File: src/rtl/pkg_opengpu.sv
// pkg_opengpu -- shared constants and types for the L1 instruction fetch path.
//
// Contents:
//    NUM_FETCH_REQ         default number of fetch requesters (warp fetch units)
//    FETCH_TIMEOUT_CYCLES  default cycles allowed from cache acceptance to response
//    ADDR_WIDTH            fetch address width
//    INSTR_WIDTH           instruction width returned by the cache
//    fetch_arb_state_t     arbiter FSM states (ARB, WAIT)

package pkg_opengpu;

   localparam int NUM_FETCH_REQ        = 4;
   localparam int FETCH_TIMEOUT_CYCLES = 256;
   localparam int ADDR_WIDTH           = 32;
   localparam int INSTR_WIDTH          = 32;

   typedef enum logic [0:0] {
      ARB  = 1'b0,
      WAIT = 1'b1
   } fetch_arb_state_t;

endpackage

File: src/rtl/l1i_fetch_arbiter_if.sv
// l1i_fetch_arbiter_if -- request/response bus between the fetch arbiter and
// the L1 instruction cache.
//
// Signals:
//    req_valid   arbiter -> cache  request strobe
//    req_addr    arbiter -> cache  request address
//    ready       cache -> arbiter  cache idle, request accepted when req_valid & ready
//    resp_valid  cache -> arbiter  response strobe
//    resp_hit    cache -> arbiter  response was a hit
//    resp_instr  cache -> arbiter  response instruction
//
// Modports: master (arbiter side), slave (cache side).

interface l1i_fetch_arbiter_if;
   import pkg_opengpu::*;

   logic                   req_valid;
   logic [ADDR_WIDTH-1:0]  req_addr;
   logic                   ready;
   logic                   resp_valid;
   logic                   resp_hit;
   logic [INSTR_WIDTH-1:0] resp_instr;

   modport master (
      output req_valid, req_addr,
      input  ready, resp_valid, resp_hit, resp_instr
   );

   modport slave (
      input  req_valid, req_addr,
      output ready, resp_valid, resp_hit, resp_instr
   );

endinterface

File: src/rtl/rr_arbiter.sv
// rr_arbiter -- purely combinational round-robin pick.
//
// Ports:
//    req    N-bit request vector
//    ptr    index where the search starts (highest priority this cycle)
//    grant  one-hot grant of the first request at or after ptr, wrapping
//    idx    binary index of the granted request
//    any    at least one request present

module rr_arbiter #(
   parameter int N = 4,
   parameter int W = 2
) (
   input  logic [N-1:0] req,
   input  logic [W-1:0] ptr,
   output logic [N-1:0] grant,
   output logic [W-1:0] idx,
   output logic         any
);

   logic [W-1:0] pos;

   // Walk the requesters starting at ptr; the first hit wins and later
   // candidates are masked by 'any'.
   always_comb begin
      grant = '0;
      idx   = '0;
      any   = 1'b0;
      pos   = '0;
      for (int k = 0; k < N; k++) begin
         pos = W'((int'(ptr) + k) % N);
         if (!any && req[pos]) begin
            any        = 1'b1;
            grant[pos] = 1'b1;
            idx        = pos;
         end
      end
   end

endmodule

File: src/rtl/l1i_fetch_arbiter.sv
// l1i_fetch_arbiter -- round-robin arbiter in front of the L1 instruction
// cache with at most one cache request outstanding.
//
// Ports:
//    clk, rst_n         clock; asynchronous active-low reset
//    fetch_req_valid    per-requester fetch request
//    fetch_req_addr     per-requester fetch address
//    fetch_req_ready    one-hot grant (combinational)
//    fetch_flush        per-requester cancel (branch redirect)
//    fetch_resp_valid   one-hot response strobe to the owning requester
//    fetch_resp_instr   response instruction (shared bus)
//    fetch_resp_hit     response was a cache hit
//    ic                 cache bus (l1i_fetch_arbiter_if.master)
//    err_timeout        one-cycle pulse when the cache fails to answer in time
//    stat_grants        per-requester grant counters
//
// Build option: define FETCH_ARB_STATS_EN to implement the stat_grants
// counters; otherwise stat_grants is tied to zero and no counters exist.

module l1i_fetch_arbiter
   import pkg_opengpu::*;
#(
   parameter int NUM_REQ        = NUM_FETCH_REQ,
   parameter int TIMEOUT_CYCLES = FETCH_TIMEOUT_CYCLES
) (
   input  logic                               clk,
   input  logic                               rst_n,
   input  logic [NUM_REQ-1:0]                 fetch_req_valid,
   input  logic [NUM_REQ-1:0][ADDR_WIDTH-1:0] fetch_req_addr,
   output logic [NUM_REQ-1:0]                 fetch_req_ready,
   input  logic [NUM_REQ-1:0]                 fetch_flush,
   output logic [NUM_REQ-1:0]                 fetch_resp_valid,
   output logic [INSTR_WIDTH-1:0]             fetch_resp_instr,
   output logic                               fetch_resp_hit,
   l1i_fetch_arbiter_if.master                ic,
   output logic                               err_timeout,
   output logic [NUM_REQ-1:0][31:0]           stat_grants
);

   localparam int PTR_W = $clog2(NUM_REQ);
   localparam int CNT_W = 16;

   fetch_arb_state_t state_q, state_d;
   logic [PTR_W-1:0] rr_ptr_q, rr_ptr_d;
   logic [PTR_W-1:0] owner_q, owner_d;
   logic             drop_q, drop_d;
   logic [CNT_W-1:0] count_q, count_d;

   logic [NUM_REQ-1:0] eligible;
   logic [NUM_REQ-1:0] win_grant;
   logic [PTR_W-1:0]   win_idx;
   logic               win_any;
   logic [PTR_W-1:0]   next_ptr;

   // A requester being redirected in the same cycle is not worth fetching for.
   assign eligible = fetch_req_valid & ~fetch_flush;

   rr_arbiter #(
      .N (NUM_REQ),
      .W (PTR_W)
   ) u_rr (
      .req   (eligible),
      .ptr   (rr_ptr_q),
      .grant (win_grant),
      .idx   (win_idx),
      .any   (win_any)
   );

   // NUM_REQ need not be a power of two, so wrap explicitly.
   assign next_ptr = (win_idx == PTR_W'(NUM_REQ - 1)) ? '0 : win_idx + PTR_W'(1);

   always_ff @(posedge clk or negedge rst_n) begin
      if (!rst_n) begin
         state_q  <= ARB;
         rr_ptr_q <= '0;
         owner_q  <= '0;
         drop_q   <= 1'b0;
         count_q  <= '0;
      end else begin
         state_q  <= state_d;
         rr_ptr_q <= rr_ptr_d;
         owner_q  <= owner_d;
         drop_q   <= drop_d;
         count_q  <= count_d;
      end
   end

   // Grant outputs are qualified with rst_n so nothing reaches the cache or
   // the requesters while reset is held, even with requests already pending.
   // In WAIT a flush arriving together with the response must suppress it,
   // hence the direct fetch_flush term next to the registered drop flag.
   // A response in the timeout cycle takes priority over the timeout.
   always_comb begin
      state_d          = state_q;
      rr_ptr_d         = rr_ptr_q;
      owner_d          = owner_q;
      drop_d           = drop_q;
      count_d          = count_q;
      ic.req_valid     = 1'b0;
      ic.req_addr      = '0;
      fetch_req_ready  = '0;
      fetch_resp_valid = '0;
      fetch_resp_instr = '0;
      fetch_resp_hit   = 1'b0;
      err_timeout      = 1'b0;
      case (state_q)
         ARB: begin
            if (rst_n && ic.ready && win_any) begin
               ic.req_valid    = 1'b1;
               ic.req_addr     = fetch_req_addr[win_idx];
               fetch_req_ready = win_grant;
               state_d         = WAIT;
               owner_d         = win_idx;
               rr_ptr_d        = next_ptr;
               drop_d          = 1'b0;
               count_d         = '0;
            end
         end
         WAIT: begin
            count_d = count_q + CNT_W'(1);
            if (fetch_flush[owner_q]) begin
               drop_d = 1'b1;
            end
            if (ic.resp_valid) begin
               if (!drop_q && !fetch_flush[owner_q]) begin
                  fetch_resp_valid[owner_q] = 1'b1;
                  fetch_resp_instr          = ic.resp_instr;
                  fetch_resp_hit            = ic.resp_hit;
               end
               state_d = ARB;
            end else if (count_q == CNT_W'(TIMEOUT_CYCLES - 1)) begin
               err_timeout = 1'b1;
               state_d     = ARB;
            end
         end
         default: state_d = ARB;
      endcase
   end

`ifdef FETCH_ARB_STATS_EN
   logic [NUM_REQ-1:0][31:0] stat_q;

   // ic.req_valid is only raised together with ic.ready, so it marks a grant.
   always_ff @(posedge clk or negedge rst_n) begin
      if (!rst_n) begin
         stat_q <= '0;
      end else if (ic.req_valid) begin
         stat_q[win_idx] <= stat_q[win_idx] + 32'd1;
      end
   end

   assign stat_grants = stat_q;
`else
   assign stat_grants = '0;
`endif

endmodule

File: src/flat_wrapper.sv
// flat-port wrapper written by rule: the top's interface ports become plain ports
module l1i_fetch_arbiter_flat import pkg_opengpu::*;
#(
   parameter int NUM_REQ        = NUM_FETCH_REQ,
   parameter int TIMEOUT_CYCLES = FETCH_TIMEOUT_CYCLES
)
  (clk, rst_n, fetch_req_valid, fetch_req_addr, fetch_req_ready, fetch_flush, fetch_resp_valid, fetch_resp_instr, fetch_resp_hit, err_timeout, stat_grants, ic_req_valid, ic_req_addr, ic_ready, ic_resp_valid, ic_resp_hit, ic_resp_instr);
  l1i_fetch_arbiter_if ic_i ();
  input  logic clk;
  input  logic rst_n;
  input  logic [NUM_REQ-1:0] fetch_req_valid;
  input  logic [NUM_REQ-1:0][ADDR_WIDTH-1:0] fetch_req_addr;
  output logic [NUM_REQ-1:0] fetch_req_ready;
  input  logic [NUM_REQ-1:0] fetch_flush;
  output logic [NUM_REQ-1:0] fetch_resp_valid;
  output logic [INSTR_WIDTH-1:0] fetch_resp_instr;
  output logic fetch_resp_hit;
  output logic err_timeout;
  output logic [NUM_REQ-1:0][31:0] stat_grants;
  output wire logic [$bits(ic_i.req_valid)-1:0] ic_req_valid;
  output wire logic [$bits(ic_i.req_addr)-1:0] ic_req_addr;
  input wire logic [$bits(ic_i.ready)-1:0] ic_ready;
  input wire logic [$bits(ic_i.resp_valid)-1:0] ic_resp_valid;
  input wire logic [$bits(ic_i.resp_hit)-1:0] ic_resp_hit;
  input wire logic [$bits(ic_i.resp_instr)-1:0] ic_resp_instr;
  assign ic_req_valid = ic_i.req_valid;
  assign ic_req_addr = ic_i.req_addr;
  assign ic_i.ready = ic_ready;
  assign ic_i.resp_valid = ic_resp_valid;
  assign ic_i.resp_hit = ic_resp_hit;
  assign ic_i.resp_instr = ic_resp_instr;
  l1i_fetch_arbiter #(.NUM_REQ(NUM_REQ), .TIMEOUT_CYCLES(TIMEOUT_CYCLES)) u_core (.clk(clk), .rst_n(rst_n), .fetch_req_valid(fetch_req_valid), .fetch_req_addr(fetch_req_addr), .fetch_req_ready(fetch_req_ready), .fetch_flush(fetch_flush), .fetch_resp_valid(fetch_resp_valid), .fetch_resp_instr(fetch_resp_instr), .fetch_resp_hit(fetch_resp_hit), .ic(ic_i), .err_timeout(err_timeout), .stat_grants(stat_grants));
endmodule
File: config.mk
export PLATFORM = sky130hd
export DESIGN_NAME = l1i_fetch_arbiter_flat
export DESIGN_NICKNAME = d
export VERILOG_FILES = /design/src/rtl/pkg_opengpu.sv /design/src/rtl/l1i_fetch_arbiter_if.sv /design/src/rtl/rr_arbiter.sv /design/src/rtl/l1i_fetch_arbiter.sv /design/src/flat_wrapper.sv
export SDC_FILE = /design/constraint.sdc
export NUM_CORES = 1
export LEC_CHECK = 0
export CAP_MARGIN = 30
export CORE_AREA = 5 5 144 146
export CTS_CLUSTER_SIZE = 30
export DETAILED_ROUTE_END_ITERATION = 8
export DIE_AREA = 0 0 149 151
export PLACE_DENSITY = 0.55
export SYNTH_ARGS = -nofsm -noshare
export SYNTH_HDL_FRONTEND = slang
export SYNTH_SLANG_ARGS = --single-unit
File: constraint.sdc
create_clock -name clk -period 4.2 [get_ports clk]
set_input_delay 0.84 -clock clk [delete_from_list [all_inputs] [get_ports clk]]
set_output_delay 0.84 -clock clk [all_outputs]
set_load 0.02 [all_outputs]
==> impl_results.md, run 1 <==
* CTS HTree Levels at 1
* Clock latency on the worst-skew pair at 0.25 ns
* First drt pass iteration count at 6
* Area added between synthesis and finish at 72.6%
* FP Rows at 51
* Total number of yosys warnings at 0
* Count of flip-flops with a built-in enable after synthesis at 0
* Initial antenna violation count at 0
* Die Height at 151 um
* Primary FF master, synth: sky130_fd_sc_hd__dfrtp_1
* Half-perimeter wire length after detailed placement at 12.4 mm
* Power density over the cells at 423 nW/um2
* Ports at 376
* Hold Fails Final Rpt at 0
* Critical path, cell by cell: dlygate4sd2_1 -> nand2b_4 -> mux4_2 -> and3b_4 -> o32ai_4 -> buf_6 -> buf_12 -> buf_12 -> buf_8 -> buf_6 -> mux2i_1 -> o22ai_1 -> buf_4
* Share of synthesized flip-flops with an asynchronous set or reset at 1.00
* Number of maximum-capacitance constraint violations at 0
* Cell variety after synth at 45
* Number of nets with antenna violations after routing at 0
* Per-instance average area after synthesis at 7.82 um2
* Largest fanout of any net on the critical path at 8
* Most common cell after layout, fill and taps aside: sky130_fd_sc_hd__clkdlybuf4s50_1
* Achievable Freq at 246 MHz
* Portion of the clock cycle consumed by the worst path in the final layout at 0.967
* Routed WL at 14.6 mm
* Max Buffers Root-to-Sink at 2
* Initial Utilization at 0.194
* Overflow left after global routing at 0
* Nets at 942
* Crit start category: input port
* Clk sink count at 22
* CP Data Arrival Time at 3.22 ns
* Crit path kind: input port to output pin
* Cell leakage power at 0.00298 uW
* Share of post-route cells with drive strength above 1 at 0.124
* Cell count after placement at 1013
* DRC at 0
* Combined global-route utilization of all metal layers at 0.114
* Critical-path cell with the highest stage delay: sky130_fd_sc_hd__mux4_2
* Post-Synthesis Cells at 479
* Crit path buffers/inverters at 7
* Status: finished clean
* Largest delay share family, worst path: buffers and inverters
* VDD IR-drop max at 0.000263 V
* First-pass GRT wire length at 20.7 mm
* CTS buffer count at 3
* Average vias per placed instance at 3.90
* Count of buffers from port buffering at 247
* Setup repair after global routing missed its margin: false
* Type of the most critical hold path: register to register
* Sequential fraction of the synthesis area at 0.147
* Critical Path Stages at 13
* Fill cells at 2105
* Number of hold-repair buffers added at the cts stage at 0
* Root Driver: sky130_fd_sc_hd__clkbuf_16
* Weighted congestion at the end of routability-driven global placement at 0.795
* Post-route minimum period at 4.06 ns
* R2r worst-path depth at 11
* Wirelength per Cell at 14.2 um
* Number of global-route vias before repair at 3953
* Area enclosed by the die boundary at 22500 um2
* Max Slew Vio Count at 0
* Number of antenna cells inserted at 0
* TritonCTS clock tree: yes
* Pin count of the biggest net entering global routing at 34
* Worst EP required at 3.36 ns
* Clock transition at the registers of the reported paths at 0.06 ns
* Worst path max stage delay at 0.50 ns
* Number of design-rule violations left by the first detailed-router iteration at 102
* Non-filler cells, final at 1023
* Setup-violating endpoint count in the final report at 0
* Total number of vias at 3986
* Core Area at 19300 um2
* Kind of end point of the critical path: output pin
* Post-route total power at 2740 uW
* Most frequent cells in the layout: 206 x sky130_fd_sc_hd__clkdlybuf4s50_1, 128 x sky130_fd_sc_hd__conb_1, 50 x sky130_fd_sc_hd__mux2i_1
* Floorplan die width at 149 um
* Worst Skew at 0.00197 ns
* Flops & latches, synth at 22
* Hold-critical path depth at 1
* Mapped cell area at 3740 um2
registers in the layout, summed over array words and instances, names as in the netlist:
signal           flops
u_core.count_q      16
u_core.owner_q       2
u_core.rr_ptr_q      2
u_core.drop_q        1
u_core.state_q       1
cell usage after synthesis, types with 4 or more instances:
cell type / n / area share
sky130_fd_sc_hd__a21o_1: 7 / 0.014
sky130_fd_sc_hd__a21oi_1: 6 / 0.0080
sky130_fd_sc_hd__a222oi_1: 4 / 0.011
sky130_fd_sc_hd__a31oi_1: 9 / 0.015
sky130_fd_sc_hd__and2_1: 33 / 0.055
sky130_fd_sc_hd__buf_4: 128 / 0.26
sky130_fd_sc_hd__buf_8: 4 / 0.016
sky130_fd_sc_hd__clkbuf_1: 11 / 0.011
sky130_fd_sc_hd__dfrtp_1: 22 / 0.15
sky130_fd_sc_hd__ha_1: 10 / 0.033
sky130_fd_sc_hd__inv_2: 4 / 0.0040
sky130_fd_sc_hd__mux2i_1: 51 / 0.14
sky130_fd_sc_hd__nand2_1: 48 / 0.048
sky130_fd_sc_hd__nand3_1: 30 / 0.040
sky130_fd_sc_hd__nor2_1: 11 / 0.011
sky130_fd_sc_hd__nor2b_1: 4 / 0.0067
sky130_fd_sc_hd__nor3_1: 9 / 0.012
sky130_fd_sc_hd__o211ai_1: 5 / 0.010
sky130_fd_sc_hd__o21ai_0: 11 / 0.015
sky130_fd_sc_hd__o21ai_1: 4 / 0.0053
sky130_fd_sc_hd__o22ai_1: 25 / 0.042
sky130_fd_sc_hd__o31ai_1: 4 / 0.0080
per-layer routing:
layer / track usage / up-vias / share of wire
met3: 0.0299 / 9 / 0.11
met1: 0.131 / 1766 / 0.36
met5: 0 / - / 0
met2: 0.215 / 238 / 0.52
li1: - / 1973 / -
met4: 0.0192 / 0 / 0.011
kinds of logic after synthesis:
logic type | count (synthesis) | share of synthesized area
AO/OA/AOI/OAI | 78 | 0.138
flip-flops | 22 | 0.147
other | 1 | 0.00100
XOR/XNOR | 4 | 0.00936
buffers and inverters | 158 | 0.310
multiplexers | 53 | 0.148
AND/OR/NAND/NOR | 153 | 0.213
adder cells (fa/ha/maj) | 10 | 0.0334
cell type report:
type | count | area, um2 | area share
Sequential cell | 22 | 551 | 0.0852
Inverter | 6 | 22.5 | 0.00348
Tap cell | 265 | 332 | 0.0513
Timing Repair Buffer | 300 | 2920 | 0.452
Clock buffer | 4 | 88.8 | 0.0137
Multi-Input combinational cell | 426 | 2550 | 0.394
report_power, final:
part / internal (uW) / total [uW] / switching (uW)
logic: 1160 / 2210 / 1060
clock network: 145 / 218 / 72.7
registers: 251 / 306 / 55.5
total: 1550 / 2740 / 1180
repair_timing:
action	4_1_cts	5_1_grt
buffers inserted	5	0
pin swaps	3	1
gates resized for setup	57	49
cloned	1	0
endpoints found under the setup margin	34	31
stage by stage:
stage	setup WS, ns	setup TNS (ns)	cell area [um2]	util	hold slack [ns]
after floorplan	0.596	0	4220	-	0.458
after global placement	-0.376	-10.33	6350	0.329	0.487
after detailed placement	-0.377	-10.38	6350	0.329	0.490
after CTS	0.0228	0	6480	0.336	0.496
after global routing	0.0115	0	6460	0.335	0.555
final	0.138	0	6460	0.335	0.502
path summary, 6_finish.rpt:
check / startpoint / endpoint / slack [ns]
max: fetch_req_valid[0] / ic_req_addr[6] / 0.14
min: u_core.count_q[15] / u_core.count_q[15] / 0.50
max reg2reg: u_core.rr_ptr_q[0] / u_core.rr_ptr_q[1] / 1.79
min reg2reg: u_core.count_q[15] / u_core.count_q[15] / 0.50
max in group asynchronous: rst_n / u_core.count_q[13] / 2.96
min in group asynchronous: rst_n / u_core.state_q / 1.01
Note: power is estimated with default switching activity, not from simulation.
==> inputs of run 2 (changes only) <==
--- a/config.mk
+++ b/config.mk
@@ -11,6 +11,7 @@
 export DETAILED_ROUTE_END_ITERATION = 8
 export DIE_AREA = 0 0 149 151
 export PLACE_DENSITY = 0.55
+export SLEW_MARGIN = 30
 export SYNTH_ARGS = -nofsm -noshare
 export SYNTH_HDL_FRONTEND = slang
 export SYNTH_SLANG_ARGS = --single-unit
==> results of run 2 <==
Same layout as run 1: the final DEF is identical, and so are final timing and power.
==> inputs of run 3 (changes only) <==
--- a/config.mk
+++ b/config.mk
@@ -6,11 +6,12 @@
 export NUM_CORES = 1
 export LEC_CHECK = 0
 export CAP_MARGIN = 30
-export CORE_AREA = 5 5 144 146
+export CORE_AREA = 5 5 142 144
+export CTS_BUF_LIST = sky130_fd_sc_hd__clkbuf_2 sky130_fd_sc_hd__clkbuf_4 sky130_fd_sc_hd__clkbuf_8
 export CTS_CLUSTER_SIZE = 30
 export DETAILED_ROUTE_END_ITERATION = 8
-export DIE_AREA = 0 0 149 151
-export PLACE_DENSITY = 0.55
+export DIE_AREA = 0 0 147 149
+export PLACE_DENSITY = 0.56
 export SLEW_MARGIN = 30
 export SYNTH_ARGS = -nofsm -noshare
 export SYNTH_HDL_FRONTEND = slang
==> impl_results.md, run 3 (synthesized netlist as in run 1, its figures left out) <==
* Number of maximum-capacitance constraint violations at 0 (unchanged)
* Cell leakage power at 0.00292 uW (-2.0%)
* Initial Utilization at 0.202 (+0.00722)
* Floorplan die width at 147 um (-1.3%)
* Hold-critical path depth at 1 (unchanged)
* Gate power share at 0.812 (+0.003)
* Launch point of the worst path: fetch_flush[2]
* Fill cells at 1964 (-6.7%)
* Area enclosed by the die boundary at 21900 um2 (-2.6%)
* Die Height at 149 um (-1.3%)
* Number of nets with antenna violations after routing at 0 (unchanged)
* Setup slack at placement at -0.395 ns (-0.0177 ns)
* Non-filler cells, final at 990 (-3.2%)
* Launch instance of the worst min-delay path: u_core.count_q[15]
* Combined global-route utilization of all metal layers at 0.112 (-0.00195)
* Portion of the clock cycle consumed by the worst path in the final layout at 0.963 (-0.00428)
* Largest register FFs at 16 (unchanged)
* FF-to-FF Start: u_core.rr_ptr_q[0]
* Setup-violating endpoint count in the final report at 0 (unchanged)
* Sequential fraction of design power at 0.114 (+0.002)
* Ports at 376 (unchanged)
* Clock share of power at 0.074 (-0.006)
* First drt pass iteration count at 4 (-2)
* Kind of end point of the critical path: output pin
* Cell count after placement at 980 (-3.3%)
* Clk sink count at 22 (unchanged)
* Post-route minimum period at 4.04 ns (-0.0180 ns)
* Achievable Freq at 247 MHz (+0.44%)
* Area added between synthesis and finish at 69.8%
* Routed WL at 14.1 mm (-3.2%)
* Share of post-route cells with drive strength above 1 at 0.139 (+0.0149)
* Clock transition at the registers of the reported paths at 0.08 ns (+0.02 ns)
* Number of global-route vias before repair at 3828 (-3.2%)
* TritonCTS clock tree: yes
* FP Rows at 50 (-2.0%)
* Wirelength per Cell at 14.2 um (about the same)
* Final-layout worst hold slack at 0.495 ns (-0.00699 ns)
* Most common cell after layout, fill and taps aside: sky130_fd_sc_hd__clkdlybuf4s50_1
* Largest fanout of any net on the critical path at 17 (+9)
* Sw Pwr at 1150 uW (-3.1%)
* Crit start category: input port
* Max Slew Vio Count at 0 (unchanged)
* Number of antenna cells inserted at 0 (unchanged)
* Half-perimeter wire length after detailed placement at 12.1 mm (-2.3%)
* Max Buffers Root-to-Sink at 2 (unchanged)
* PnR worst setup slack at 0.156 ns (+0.0180 ns)
* Root Driver: sky130_fd_sc_hd__clkbuf_8
* R2r worst-path depth at 12 (+1)
* Reg-to-Reg End: u_core.rr_ptr_q[0]
* Total number of vias at 4022 (+0.90%)
* Sw Share at 0.431 (-0.00160)
* Hold worst-path end: u_core.count_q[15]
* DRC at 0 (unchanged)
* Pin count of the biggest net entering global routing at 36 (+5.9%)
* Cell Int Power at 1510 uW (-2.5%)
* Type of the most critical hold path: register to register
* CTS buffer count at 3 (unchanged)
* Hold Fails Final Rpt at 0 (unchanged)
* Setup slack of the worst register-to-register path at 1.43 ns (-0.36 ns)
* Largest registers: u_core.count_q x16, u_core.owner_q x2, u_core.rr_ptr_q x2
* Setup repair after global routing missed its margin: false
* VDD IR-drop max at 0.000295 V (+12%)
* CP Data Arrival Time at 3.20 ns (-0.02 ns)
* Worst Skew at 0.00235 ns (+0.000378 ns)
* Clock latency on the worst-skew pair at 0.26 ns (about the same)
* Overflow left after global routing at 0 (unchanged)
* Worst EP required at 3.36 ns (about the same)
* Largest reg by FF count: u_core.count_q
* Count of buffers from port buffering at 247 (unchanged)
* Weighted congestion at the end of routability-driven global placement at 0.804 (+1.2%)
* CTS HTree Levels at 1 (unchanged)
* Average vias per placed instance at 4.06 (+4.3%)
* Initial antenna violation count at 0 (unchanged)
* First-pass GRT wire length at 20.1 mm (-2.8%)
* Number of design-rule violations left by the first detailed-router iteration at 74 (-27%)
* Power density over the cells at 419 nW/um2 (-1.2%)
* Core Area at 18600 um2 (-3.6%)
* Crit path kind: input port to output pin
* Nets at 940 (-0.21%)
* Status: finished clean
* Most frequent cells in the layout: 206 x sky130_fd_sc_hd__clkdlybuf4s50_1, 128 x sky130_fd_sc_hd__conb_1, 50 x sky130_fd_sc_hd__mux2i_1
## run 3: cell count changes in the layout (fill, tap and decap cells not counted), moves of 4 or more
cell | previous run | this run
sky130_fd_sc_hd__clkbuf_2 | 15 | 0
sky130_fd_sc_hd__buf_2 | 0 | 17
sky130_fd_sc_hd__buf_4 | 40 | 44
sky130_fd_sc_hd__clkdlybuf4s15_2 | 0 | 13
sky130_fd_sc_hd__clkdlybuf4s15_1 | 12 | 0
## run 3: metrics by stage
stage / utilization / total power (uW) / instance area [um2] / setup TNS [ns]
finish: 0.342 / 2660 / 6360 / 0
global route: 0.342 / 2850 / 6360 / 0
global placement: 0.336 / 2310 / 6250 / -10.29
CTS: 0.342 / 2690 / 6360 / 0
detailed placement: 0.336 / 2310 / 6250 / -10.43
floorplan: - / 1740 / 4220 / 0
## run 3: worst max-delay path, stage by stage
cell	delay (ns)
sky130_fd_sc_hd__dlygate4sd2_1	0.25
sky130_fd_sc_hd__nand2b_4	0.14
sky130_fd_sc_hd__mux4_2	0.52
sky130_fd_sc_hd__and3b_4	0.22
sky130_fd_sc_hd__o32ai_4	0.27
sky130_fd_sc_hd__buf_12	0.17
sky130_fd_sc_hd__buf_12	0.17
sky130_fd_sc_hd__mux2i_4	0.24
sky130_fd_sc_hd__o22ai_1	0.09
sky130_fd_sc_hd__clkdlybuf4s15_2	0.27
## run 3: worst max path at each step
| stage | endpoint | slack [ns] | cells after the start |
|---|---|---|---|
| 4_1_cts | ic_req_addr[5] | 0.1 | 10 |
| 3_3_place_gp | ic_req_addr[5] | -0.41 | 12 |
| 3_5_place_dp | ic_req_addr[5] | -0.39 | 10 |
| 5_1_grt | ic_req_addr[25] | 0.04 | 12 |
| 6_report | ic_req_addr[5] | 0.16 | 10 |
| 2_1_floorplan | ic_req_addr[0] | 0.60 | 8 |
## run 3: per-layer routing
layer / global-route usage / vias up / wire (um) / part of all wire
met2: 0.215 / 242 / 7400 / 0.52
li1: - / 1966 / - / -
met1: 0.124 / 1807 / 5220 / 0.37
met4: 0.0238 / 0 / 130 / 0.0092
met3: 0.0304 / 7 / 1350 / 0.096
met5: 0 / - / 0 / 0
## run 3: power by group through the flow
stage / combinational, uW / clock [uW] / sequential (uW)
3_5_place_dp: 2000 / 0 / 309
5_1_grt: 2330 / 208 / 310
2_1_floorplan: 1440 / 0 / 299
6_report: 2160 / 197 / 303
4_1_cts: 2180 / 203 / 304
3_3_place_gp: 2000 / 0 / 308
## run 3: layout make-up
class / instances / area (um2) / area share
Clock buffer: 3 / 41.3 / 0.00649
Clock inverter: 1 / 30.0 / 0.00472
Inverter: 6 / 22.5 / 0.00354
Multi-Input combinational cell: 426 / 2540 / 0.400
Sequential cell: 22 / 551 / 0.0866
Tap cell: 234 / 293 / 0.0460
Timing Repair Buffer: 298 / 2880 / 0.453
## run 3: timing repair
| action | in CTS | in global routing |
|---|---|---|
| pin swaps | 3 | 2 |
| hold buffers | 0 | 0 |
| resized for setup | 129 | 1 |
| cloned | 1 | 0 |
| buffers inserted | 5 | 0 |
| endpoints found under the hold margin | 0 | 0 |
| endpoints found under the setup margin | 33 | 11 |
